$ cat src/rtl/ddr_region_loader.sv
// Purpose: walks a descriptor table and copies each region's input words to the DDR write port as narrow beats, LS lane first.
// Latency: first beat three cycles after start with s_valid high; BEATS+1 cycles per word, plus one cycle per LOAD.
// Backpressure: s_ready only in ACCEPT; m_wr_* are held while m_wr_ready is low. Optional DDR_LOADER_CHECKSUM_EN adds chk_sum/chk_valid.
`timescale 1ns/1ps

module ddr_region_loader #(
   parameter int PORT_DATAWIDTH = 128,
   parameter int OUT_WIDTH      = 8,
   parameter int NUM_REGION     = 5,
   parameter int ADDR_WIDTH     = 32,
   parameter int LEN_WIDTH      = 20,
   parameter logic [ADDR_WIDTH-1:0] DDR_OFFSET = ADDR_WIDTH'(32'h0800_0000),
   localparam int BEATS     = PORT_DATAWIDTH / OUT_WIDTH,
   localparam int OUT_BYTES = OUT_WIDTH / 8,
   localparam int IDX_W     = (NUM_REGION > 1) ? $clog2(NUM_REGION) : 1
) (
   input  logic                      clk,
   input  logic                      rst_n,
   input  logic                      cfg_wr,
   input  logic [IDX_W-1:0]          cfg_idx,
   input  logic [ADDR_WIDTH-1:0]     cfg_base,
   input  logic [LEN_WIDTH-1:0]      cfg_len,
   input  logic                      start,
   output logic                      busy,
   output logic                      done,
   output logic [IDX_W-1:0]          cur_region,
`ifdef DDR_LOADER_CHECKSUM_EN
   output logic [31:0]               chk_sum,
   output logic                      chk_valid,
`endif
   input  logic                      s_valid,
   input  logic [PORT_DATAWIDTH-1:0] s_data,
   output logic                      s_ready,
   output logic                      m_wr_en,
   output logic [ADDR_WIDTH-1:0]     m_wr_addr,
   output logic [OUT_WIDTH-1:0]      m_wr_data,
   input  logic                      m_wr_ready
);

   localparam int BEAT_W = (BEATS > 1) ? $clog2(BEATS) : 1;

   typedef enum logic [2:0] {
      S_IDLE,
      S_LOAD,
      S_ACCEPT,
      S_EMIT,
      S_DONE
   } state_t;

   state_t                      state_q;
   logic [ADDR_WIDTH-1:0]       base_q [NUM_REGION];
   logic [LEN_WIDTH-1:0]        len_q  [NUM_REGION];
   logic [IDX_W-1:0]            region_q;
   logic [LEN_WIDTH-1:0]        word_q;
   logic [BEAT_W-1:0]           beat_q;
   logic [PORT_DATAWIDTH-1:0]   word_dat_q;
   logic [ADDR_WIDTH-1:0]       addr_q;
   logic                        busy_q;
   logic                        done_q;
   logic                        s_ready_q;
   logic                        m_wr_en_q;
   logic [OUT_WIDTH-1:0]        m_wr_data_q;

   logic [ADDR_WIDTH-1:0]       cur_base;
   logic [LEN_WIDTH-1:0]        cur_len;
   logic [IDX_W-1:0]            region_d;
   logic [LEN_WIDTH-1:0]        word_d;
   logic [BEAT_W-1:0]           beat_d;
   logic                        region_last;
   logic                        beat_last;
   logic                        word_last;
   logic [OUT_WIDTH-1:0]        next_slice;

   // Descriptor lookup and counter increments shared by the FSM and the checksum.
   always_comb begin
      cur_base    = base_q[region_q];
      cur_len     = len_q[region_q];
      region_d    = region_q + 1'b1;
      word_d      = word_q + 1'b1;
      beat_d      = beat_q + 1'b1;
      region_last = (region_q == IDX_W'(NUM_REGION - 1));
      beat_last   = (beat_q == BEAT_W'(BEATS - 1));
      word_last   = beat_last && (word_d == cur_len);
      next_slice  = word_dat_q[OUT_WIDTH*int'(beat_d) +: OUT_WIDTH];
   end

   // Descriptor table: writable only while idle, so a running walk sees a frozen table.
   always_ff @(posedge clk or negedge rst_n) begin
      if (!rst_n) begin
         for (int i = 0; i < NUM_REGION; i++) begin
            base_q[i] <= '0;
            len_q[i]  <= '0;
         end
      end else if (cfg_wr && (state_q == S_IDLE) && (int'(cfg_idx) < NUM_REGION)) begin
         base_q[cfg_idx] <= cfg_base;
         len_q[cfg_idx]  <= cfg_len;
      end
   end

   // Main sequencer: region walk, word capture and beat emission with registered outputs.
   always_ff @(posedge clk or negedge rst_n) begin
      if (!rst_n) begin
         state_q     <= S_IDLE;
         region_q    <= '0;
         word_q      <= '0;
         beat_q      <= '0;
         word_dat_q  <= '0;
         addr_q      <= '0;
         busy_q      <= 1'b0;
         done_q      <= 1'b0;
         s_ready_q   <= 1'b0;
         m_wr_en_q   <= 1'b0;
         m_wr_data_q <= '0;
      end else begin
         done_q <= 1'b0;
         case (state_q)
            S_IDLE: begin
               if (start) begin
                  region_q <= '0;
                  word_q   <= '0;
                  beat_q   <= '0;
                  busy_q   <= 1'b1;
                  state_q  <= S_LOAD;
               end
            end
            S_LOAD: begin
               if (cur_len == '0) begin
                  if (region_last) begin
                     busy_q  <= 1'b0;
                     done_q  <= 1'b1;
                     state_q <= S_DONE;
                  end else begin
                     region_q <= region_d;
                  end
               end else begin
                  // Rebase wraps silently modulo 2^ADDR_WIDTH.
                  addr_q    <= cur_base - DDR_OFFSET;
                  word_q    <= '0;
                  s_ready_q <= 1'b1;
                  state_q   <= S_ACCEPT;
               end
            end
            S_ACCEPT: begin
               if (s_valid) begin
                  word_dat_q  <= s_data;
                  beat_q      <= '0;
                  s_ready_q   <= 1'b0;
                  m_wr_en_q   <= 1'b1;
                  m_wr_data_q <= s_data[OUT_WIDTH-1:0];
                  state_q     <= S_EMIT;
               end
            end
            S_EMIT: begin
               if (m_wr_ready) begin
                  addr_q <= addr_q + ADDR_WIDTH'(OUT_BYTES);
                  if (beat_last) begin
                     m_wr_en_q <= 1'b0;
                     word_q    <= word_d;
                     if (word_last) begin
                        // Last region with data finishes directly; nothing left to load.
                        if (region_last) begin
                           busy_q  <= 1'b0;
                           done_q  <= 1'b1;
                           state_q <= S_DONE;
                        end else begin
                           region_q <= region_d;
                           state_q  <= S_LOAD;
                        end
                     end else begin
                        s_ready_q <= 1'b1;
                        state_q   <= S_ACCEPT;
                     end
                  end else begin
                     beat_q      <= beat_d;
                     m_wr_data_q <= next_slice;
                  end
               end
            end
            S_DONE: begin
               state_q <= S_IDLE;
            end
            default: begin
               state_q <= S_IDLE;
            end
         endcase
      end
   end

   assign busy       = busy_q;
   assign done       = done_q;
   assign cur_region = region_q;
   assign s_ready    = s_ready_q;
   assign m_wr_en    = m_wr_en_q;
   assign m_wr_addr  = addr_q;
   assign m_wr_data  = m_wr_data_q;

`ifdef DDR_LOADER_CHECKSUM_EN
   logic        beat_fire;
   logic [31:0] acc_q;
   logic [31:0] acc_d;
   logic [31:0] chk_sum_q;
   logic        chk_valid_q;

   // Running sum including the beat being accepted this cycle.
   always_comb begin
      beat_fire = (state_q == S_EMIT) && m_wr_ready;
      acc_d     = acc_q + 32'(m_wr_data_q);
   end

   // Per-region checksum: cleared when a region with data is loaded, published after its final beat.
   always_ff @(posedge clk or negedge rst_n) begin
      if (!rst_n) begin
         acc_q       <= '0;
         chk_sum_q   <= '0;
         chk_valid_q <= 1'b0;
      end else begin
         chk_valid_q <= 1'b0;
         if ((state_q == S_LOAD) && (cur_len != '0)) begin
            acc_q <= '0;
         end else if (beat_fire) begin
            acc_q <= acc_d;
            if (word_last) begin
               chk_sum_q   <= acc_d;
               chk_valid_q <= 1'b1;
            end
         end
      end
   end

   assign chk_sum   = chk_sum_q;
   assign chk_valid = chk_valid_q;
`endif

endmodule
$ cat config.mk
export PLATFORM = sky130hd
export DESIGN_NAME = ddr_region_loader
export DESIGN_NICKNAME = d
export VERILOG_FILES = /design/src/rtl/ddr_region_loader.sv
export SDC_FILE = /design/constraint.sdc
export NUM_CORES = 1
export LEC_CHECK = 0
export BUFFER_PORTS_ARGS = -buffer_cell sky130_fd_sc_hd__buf_2
export CORE_AREA = 2 2 199 182
export DETAILED_ROUTE_END_ITERATION = 8
export DIE_AREA = 0 0 201 184
export PLACE_DENSITY = 0.92
export SYNTH_ARGS = -nofsm -noshare
export SYNTH_HDL_FRONTEND = slang
export SYNTH_SLANG_ARGS = --single-unit
$ cat constraint.sdc
create_clock -name clk -period 6.1 [get_ports clk]
set_clock_uncertainty 0.05 [all_clocks]
set_input_delay 0.305 -clock clk [delete_from_list [all_inputs] [get_ports clk]]
set_output_delay 0.305 -clock clk [all_outputs]
set_load 0.005 [all_outputs]
---- Yosys cells after proc, flatten, opt, wreduce, memory -nomap -nowiden ----
Index checks and enable logic that the tools add are counted.
word-level totals
  register bits after elaboration ......... 462
  output and inout port bits .............. 47
  input port bits ......................... 189
  word-level logic and storage cells ...... 137
operators by class
  shift-type cells ........................ 1
  bitwise logic cells ..................... 2
  reductions and logical operators ........ 20
  equality and inequality tests ........... 16
  multiplexer cells ....................... 68
  $add $sub $neg .......................... 5
  order comparisons ....................... 4
operators by type and width
  cell                    number
  $bwmux 160              1
  $mux 32                 5
  $mux 20                 7
  $shiftx 128x8->8        1
  $bwmux 100              1
  $bmux 32 s3             1
  $demux 32 s3            1
  $pmux 32 s2             1
  $bmux 20 s3             1
  $demux 20 s3            1
  $pmux 20 s3             1
  $mux 3                  14
  $add 32x1->32 const B   1
  $sub 32x28->32 const B  1
  $mux 8                  3
  $add 20x1->20 const B   1
  $eq 20x20->1            1
  $logic_not 20->1        1
  $mux 1                  19
  $ne 2x2->1 const B      9
  $mux 4                  4
  $pmux 8 s2              1
  $reduce_and 5->1        3
  $pmux 3 s4              1
  other kinds (23)        36

---- Longest topological paths before layout ----
Gate-level depths: netlist of run 1.
  depth in word-level cells ............... 10
  mapped depth ............................ 14
  mapped depth without buffers ............ 10

---- Worst setup path before layout of run 1 ----
OpenSTA, ideal clock, no wires.
  path kind ............................... flip-flop to flip-flop
  from .................................... reg region_q[0] (netlist: cur_region[0])
  to ...................................... reg addr_q[26] (netlist: m_wr_addr[26])
  path slack .............................. 3.180 ns
  arrival ................................. 2.745 ns
  library setup time ...................... 0.126 ns
  stages on the path, launching flop included .. 13
  path through ............................ dfrtp_1 -> buf_2 -> buf_4 -> buf_2 -> buf_2 -> buf_4 -> buf_4 -> buf_2 -> mux4_2 -> nor2_1 -> a21oi_1 -> o22ai_1 -> a21oi_1
between the ends
  longest elaborated chain between the ends .. 7
  elaborated cells between the ends (all ways) .. 13
ends and longest elaborated chain
  item                                                                           line      source
  start: declaration                                                             53        logic [IDX_W-1:0] region_q;
  start signal: assignment                                                       133       region_q <= region_d;
  start signal: assignment                                                       166       region_q <= region_d;
  $not 3->4 (implied by the code) (*)                                            76, 77
  $bmux 32 s3 / $bmux 20 s3 (equally long branches)                              76, 77
  $mux 32 (implied by the code) / $mux 20 (equally long branches) (2 in series)  76, 77
  $sub 32x28->32 / $logic_not 20->1 (equally long branches)                      137, 127
  $mux 32 / $ne 2x2->1 (equally long branches)                                   n/a
  $pmux 32 s2 / $reduce_and 3->1 (equally long branches)                         n/a
  end signal: assignment                                                         137       addr_q <= cur_base - DDR_OFFSET;
  end signal: assignment                                                         155       addr_q <= addr_q + ADDR_WIDTH'(OUT_BYTES);
  end: declaration                                                               57        logic [ADDR_WIDTH-1:0] addr_q;
Mark *: on every way between the ends. The rest lies on a longest branch, timed or not. The select of a mux whose other input is x is not followed.
A chain may end at the register's enable or synchronous reset.

---- Worst setup path after layout of run 1 ----
  from .................................... reg region_q[2] (netlist: cur_region[2])
  to ...................................... reg addr_q[0] (netlist: m_wr_addr[0])
The elaborated chain is that of the path after synthesis.

==> results.toml, run 1 <==
[run_status]
outcome = "finished, final reports clean"

[yosys]
synthTopCellsByArea = "dfrtp_1, mux2_2, mux4_2"
synth_nets = 1891
ys.warnings.count = 0
async_reset_ff_share_pct = 100.0
ys_types = 75
ys_seq_area_share_pct = 52.40
synth_flop_cell = "dfrtp_1"
netlist_area_um2 = 22060
synth.avg_cell_area_um2 = 13.01
ys_ff_latch = 462
synth_edf_count = 0
synth_top_area_share_pct = 52.40
synthCells = 1696
synth_top_cell_by_area = "dfrtp_1"

[global_routing]
grt_pass1_wl_mm = 102.0
grt.overflow.total = 0
grtUsageTotal_pct = 35.70
antenna_found_initial = 5
grt_max_degree = 188
grt_pass1_vias = 17400

[floorplan]
start_util_pct = 63.54
io_pins = 236
fp.dieW_um = 201
die_h_um = 184
die_area_um2 = 36980
core_um2 = 34730
rows = 65

[final_layout]
stdcell_count = 2576
layout_common_cells = "dfrtp_1, mux2_2, buf_2"
drive_above_1_share_pct = 39.45
finalNetCount = 2264
nFillCells = 1884
syn2layout_area_growth_pct = 22.15
layout_commonest_cell = "dfrtp_1"

[routing]
route.vias.total = 16720
wl_per_cell_um = 25.22
wl_mm = 64.97
drtIter0Drc = 1576
first_pass_iters = 6
viasPerCell = 6.491
drcViolationCount = 0
drt.antenna.violating_nets = 0

[power]
power_switching_mw = 5.047
pwr-share-clk_pct = 21.2
p_per_area_nw_per_um2 = 517.7
ir_drop_uv = 357.8
power_leakage_nw = 12.07
switching_share_pct = 36.17
total_power_mw = 13.95
share_comb_of_total_power_pct = 38.4
p_int_mw = 8.905
seqPwrFrac_pct = 40.4

[clock_network]
path_clk_slew_ns = 0.06
cts_buffers = 46
numClockSinks = 462
cts_tree = "yes"
cts_buffer_depth = 3
cts_resized = 0
clk_latency_ns = 0.58
cts_max_level = 2
postCtsSetupBuffers = 0
clockRootBuffer = "clkbuf_16"

[sta]
setup_tns_ns = 0
setup_viol = 0
worst_pin_slew_ns = 1.146
drv_slew = 0
rsz0062_at_grt = "no"
clock.fmax_mhz = 226.9
finalCritPeriodShare_pct = 72.24
slew_headroom_pct = 23.41
finalCriticalPeriod_ns = 4.406
final-hold-violation-count = 0

[setup_path]
cp_max_fo = 59
critPathCaptureType = "flip-flop"
crit_arrival_ns = 4.82
setup.worst_path.class = "reg2reg"
worstPathRequired_ns = 6.51
start_kind = "flip-flop"

[place]
routabilityCongestion = 0.8919
io_buffers = 235
dp_hpwl_mm = 37.62
dp_cells = 2312

[worst_hold_path]
hp-class = "in2reg"

[run]
maxCapViolCount = 0
worst paths after layout:
check | startpoint | end | slack [ns] | depth (start not counted)
setup / recovery | cur_region[2] | m_wr_addr[0] | 1.69 | 9
hold / removal | cfg_len[1] | len_q[1] | 0.02 | 2
setup reg to reg | cur_region[2] | m_wr_addr[0] | 1.69 | 9
hold reg to reg | m_wr_data[7] | m_wr_data[7] | 0.45 | 2
max in group asynchronous | rst_n | word_dat_q[74] | 4.11 | 3
min in group asynchronous | rst_n | len_q[76] | 0.31 | 2
power by group through the flow:
stage	Combinational (mW)	Clock [mW]	Sequential, mW
global route	5.69	3.09	5.76
CTS	5.16	2.93	5.49
finish	5.36	2.96	5.64
floorplan	3.92	0	5.02
global placement	4.78	0	5.39
detailed placement	5.01	0	5.52
Yosys cell counts, types with 6 or more instances:
cell type,n
o22a_1,11
nand2_1,72
nand4_1,12
o22ai_1,25
xor2_1,8
buf_2,21
a311oi_1,9
nor3_1,10
a2bb2oi_1,9
a31oi_1,22
inv_1,18
clkbuf_1,73
buf_1,10
nand3_1,34
mux2i_1,49
a21oi_1,67
dfrtp_1,462
and3_1,16
o21ai_0,75
mux4_2,66
xnor2_1,25
nor4_1,8
nor2_1,70
ha_1,6
mux2_2,395
nor2b_1,21
nand2b_1,9
critical path, stage by stage, from the launching register on:
cell and delay [ns]:
dfrtp_4 0.94, nand2b_1 0.70, nor2_1 0.18, a21o_1 0.26, or2_2 0.30, nor4_1 0.47, nand2_1 0.28, nand3_2 0.66
nor3_1 0.13, a211o_1 0.30
per-stage QoR:
| step | cell area, um2 | setup WS, ns | hold WS, ns | utilization, % |
|---|---|---|---|---|
| finish | 26950 | 1.694 | 0.02217 | 77.61 |
| global route | 26950 | 1.491 | 0.01320 | 77.60 |
| CTS | 26940 | 1.815 | 0.0002101 | 77.59 |
| detailed placement | 23610 | 1.840 | 0.3681 | 68.00 |
| global placement | 23610 | 1.972 | 0.3531 | 68.00 |
| floorplan | 22060 | 3.180 | -0.04059 | - |
layer usage:
| metal | share of wire, % | up-vias | track usage [%] |
|---|---|---|---|
| met3 | 9.3 | 203 | 8.437 |
| met5 | 0.071 | - | 0 |
| met2 | 48 | 1030 | 58.77 |
| met4 | 4.4 | 6 | 15.61 |
| met1 | 38 | 8443 | 45.75 |
| li1 | - | 7039 | - |
registers in the layout, indices dropped and copies added, names as in the netlist:
signal	flops
s_ready	1
beat_q	4
done	1
busy	1
base_q	160
cur_region	3
state_q	3
len_q	100
m_wr_addr	32
m_wr_data	8
m_wr_en	1
word_q	20
word_dat_q	128
final cells by class:
type	instances	area (um2)	share of cell area (%)
Clock buffer	63	1325	4.916
Clock inverter	20	225.2	0.8356
Antenna cell	3	7.507	0.02785
Inverter	20	75.07	0.2785
Sequential cell	462	11570	42.93
Multi-Input combinational cell	1105	10010	37.14
Timing Repair Buffer	434	3151	11.69
Tap cell	469	586.8	2.177
cell families (layout without fill, tap and decap cells):
group / after synthesis / after routing / share of synthesized area [%]
other: 0 / 3 / 0
adder cells (fa/ha/maj): 6 / 6 / 0.3402
AND/OR/NAND/NOR: 284 / 284 / 6.527
flip-flops: 462 / 462 / 52.40
buffers and inverters: 129 / 537 / 2.399
multiplexers: 511 / 511 / 29.17
AO/OA/AOI/OAI: 271 / 271 / 7.860
XOR/XNOR: 33 / 33 / 1.310
what timing repair did:
action                     in CTS  in global routing
setup endpoints to repair       0                  0
hold buffers                  178                  0
hold endpoints to repair      450                  0
Power figures use the tool's default switching activity.
==> inputs of run 2 (changes only) <==
ABC_AREA = 1   (was not set)
CORE_AREA = 2 2 219 199   (was 2 2 199 182)
DIE_AREA = 0 0 221 201   (was 0 0 201 184)
PLACE_DENSITY = 0.84   (was 0.92)
clock period = 3.57 ns   (was 6.1 ns; I/O delays follow)
==> run 2 against run 1 <==
  * Non-clock buffer count is 29 higher
  * Global-route usage is 3.3 points lower
  * Synthesized cell count is 64% higher
  * Sequential cell count stayed put
  * Area after synthesis is 2.2% higher
  * Routed wire length is 11% higher
  * Clock power is 70% higher
  * Register-to-register slack worse by 1.3 ns
  * Core utilization is 13 points lower
  * Sequential share of layout area is 0.99 points lower
  * Total power is 63% higher
  * Largest cell class unchanged
  * Largest power group is now combinational logic
==> results.toml, run 2 <==
[run]
maxCapViolCount = 0

[clock_network]
clockRootBuffer = "clkbuf_16"
cts_buffers = 47
cts_resized = 0
path_clk_slew_ns = 0.06
cts_buffer_depth = 3
numClockSinks = 462
clk_latency_ns = 0.60
cts_tree = "yes"
cts_max_level = 2

[global_routing]
grt_max_degree = 105
antenna_found_initial = 6
grtUsageTotal_pct = 32.41
grt.overflow.total = 0
grt_pass1_vias = 21550
grt_pass1_wl_mm = 115.8

[run_status]
outcome = "finished, final reports clean"

[routing]
first_pass_iters = 7
viasPerCell = 5.881
drtIter0Drc = 2856
drcViolationCount = 0
route.vias.total = 21840
drt.antenna.violating_nets = 0
wl_per_cell_um = 19.35
wl_mm = 71.88

[yosys]
synth_nets = 2969
synth_top_cell_by_area = "dfrtp_1"
netlist_area_um2 = 22560
yosys-top-cells-count = "nand2_1, dfrtp_1, o21ai_0"
synthCells = 2774
synth_flop_cell = "dfrtp_1"
async_reset_ff_share_pct = 100.0
synthTopCellsByArea = "dfrtp_1, nand2_1, o21ai_0"
ys_types = 40
yosysMostFrequentCell = "nand2_1"
ys_ff_latch = 462
synth_top_area_share_pct = 51.25
synth_edf_count = 0
ys_seq_area_share_pct = 51.25
synth.avg_cell_area_um2 = 8.132
ys.warnings.count = 0

[sta]
finalCritPeriodShare_pct = 88.49
slew_headroom_pct = 28.48
clock.fmax_mhz = 316.5
drv_slew = 0
finalCriticalPeriod_ns = 3.159
final-hold-violation-count = 0
rsz0062_at_grt = "no"
worst_pin_slew_ns = 1.073
worst_hold_slack_ns = 0.1121
setup_viol = 0
setup_tns_ns = 0

[floorplan]
core_um2 = 42430
io_pins = 236
die_area_um2 = 44420
rows = 72
start_util_pct = 53.17
die_h_um = 201
fp.dieW_um = 221

[power]
total_power_mw = 22.70
ir_drop_uv = 511.3
p_per_area_nw_per_um2 = 823.0
power_leakage_nw = 13.11

[place]
dp_hpwl_mm = 43.24
dpl_cell_area_um2 = 24100
routabilityCongestion = 0.9985
io_buffers = 235

[final_layout]
finalNetCount = 3313
regMostFlops = "base_q"
utilization_pct = 65.00
drive_above_1_share_pct = 14.48
syn2layout_area_growth_pct = 22.26
largest_reg_flops = 160
layout_commonest_cell = "nand2_1"
fin_area_um2 = 27580
layout_common_cells = "nand2_1, dfrtp_1, o21ai_0"
reg_top3 = "base_q: 160 flops, word_dat_q: 128 flops, len_q: 100 flops"

[setup_path]
crit_arrival_ns = 3.62
worstPathRequired_ns = 4.03
setup.worst_path.class = "reg2reg"
cp_max_fo = 28
start_kind = "flip-flop"
critPathCaptureType = "flip-flop"

[worst_hold_path]
hp-class = "in2reg"
-- run 2: changes by cell type after synthesis, moves of 66 or more --
cell and change:
nor2_1 +151, a21oi_1 +76, o21ai_0 +328, inv_1 +203
mux2_2 -338, nand2_1 +582, nand3_1 +162, mux4_2 -66
-- run 2: path summary, 6_finish.rpt --
kind,endpoint,start,slack (ns),cells after the start
worst min-delay path,beat_q[1],start,0.11,5
max in group asynchronous,base_q[95],rst_n,2.25,3
worst max register to register,m_wr_addr[7],cur_region[0],0.41,15
min in group asynchronous,word_dat_q[86],rst_n,0.14,2
worst min register to register,word_dat_q[7],word_dat_q[7],0.42,2
worst max-delay path,m_wr_addr[7],cur_region[0],0.41,15
-- run 2: metal layers --
metal  vias up  GRT usage, %  wire length, um
li1       9881             -                -
met1     10350         42.30            27560
met2      1357         51.65            33280
met3       247         7.128             7518
met4         4         15.51             3503
met5         -             0               19
-- run 2: logic make-up (layout without fill, tap and decap cells) --
| logic type | count (synthesis) | after routing | synth area share (%) |
|---|---|---|---|
| xor gates and xnor gates | 19 | 19 | 0.7377 |
| adders and majority gates | 6 | 6 | 0.3328 |
| and+or+nand+nor | 1141 | 1141 | 20.90 |
| muxes | 57 | 57 | 2.845 |
| buffers and inverters | 396 | 777 | 7.238 |
| DFF | 462 | 462 | 51.25 |
| other | 0 | 4 | 0 |
| AOI/OAI and AO/OA | 693 | 693 | 16.70 |
-- run 2: per-stage QoR --
stage / std cells / worst slack (ns)
6_report: 3714 / 0.4108
5_1_grt: 3713 / 0.1971
4_1_cts: 3710 / 0.4731
3_5_place_dp: 3435 / 0.4722
3_3_place_gp: 3435 / 0.6048
2_1_floorplan: 2774 / 1.393
-- run 2: final cells by class --
type,instances,area [um2]
Timing Repair Buffer,463,3458
Multi-Input combinational cell,1916,9413
Inverter,228,855.8
Sequential cell,462,11570
Fill cell,3234,14850
Clock buffer,70,1403
Tap cell,555,694.4
Clock inverter,16,178.9
Antenna cell,4,10.01
-- run 2: timing repair --
item	4_1_cts	5_1_grt
setup buffers	0	0
setup endpoints to repair	0	0
hold endpoints to repair	472	0
hold buffers	189	0
-- run 2: critical path: stages, from the launching register on --
cell     delay [ns]
dfrtp_4        0.52
inv_2          0.32
buf_4          0.28
nand2_1        0.08
nand3_1        0.08
nand3_1        0.09
nand2_1        0.16
nor2_1         0.06
nand3_1        0.09
nor2_2         0.06
nand3_2        0.14
nand2_2        0.18
inv_2          0.39
buf_4          0.31
o21ai_0        0.11
a21oi_1        0.15
-- run 2: where the power goes --
| part | switching (mW) | total, mW | leakage, nW | internal (mW) |
|---|---|---|---|---|
| registers | 1.35 | 8.59 | 5.81 | 7.24 |
| clock network | 2.16 | 5.04 | 0.778 | 2.88 |
| logic | 5.85 | 9.07 | 6.52 | 3.22 |
| total | 9.36 | 22.7 | 13.1 | 13.3 |
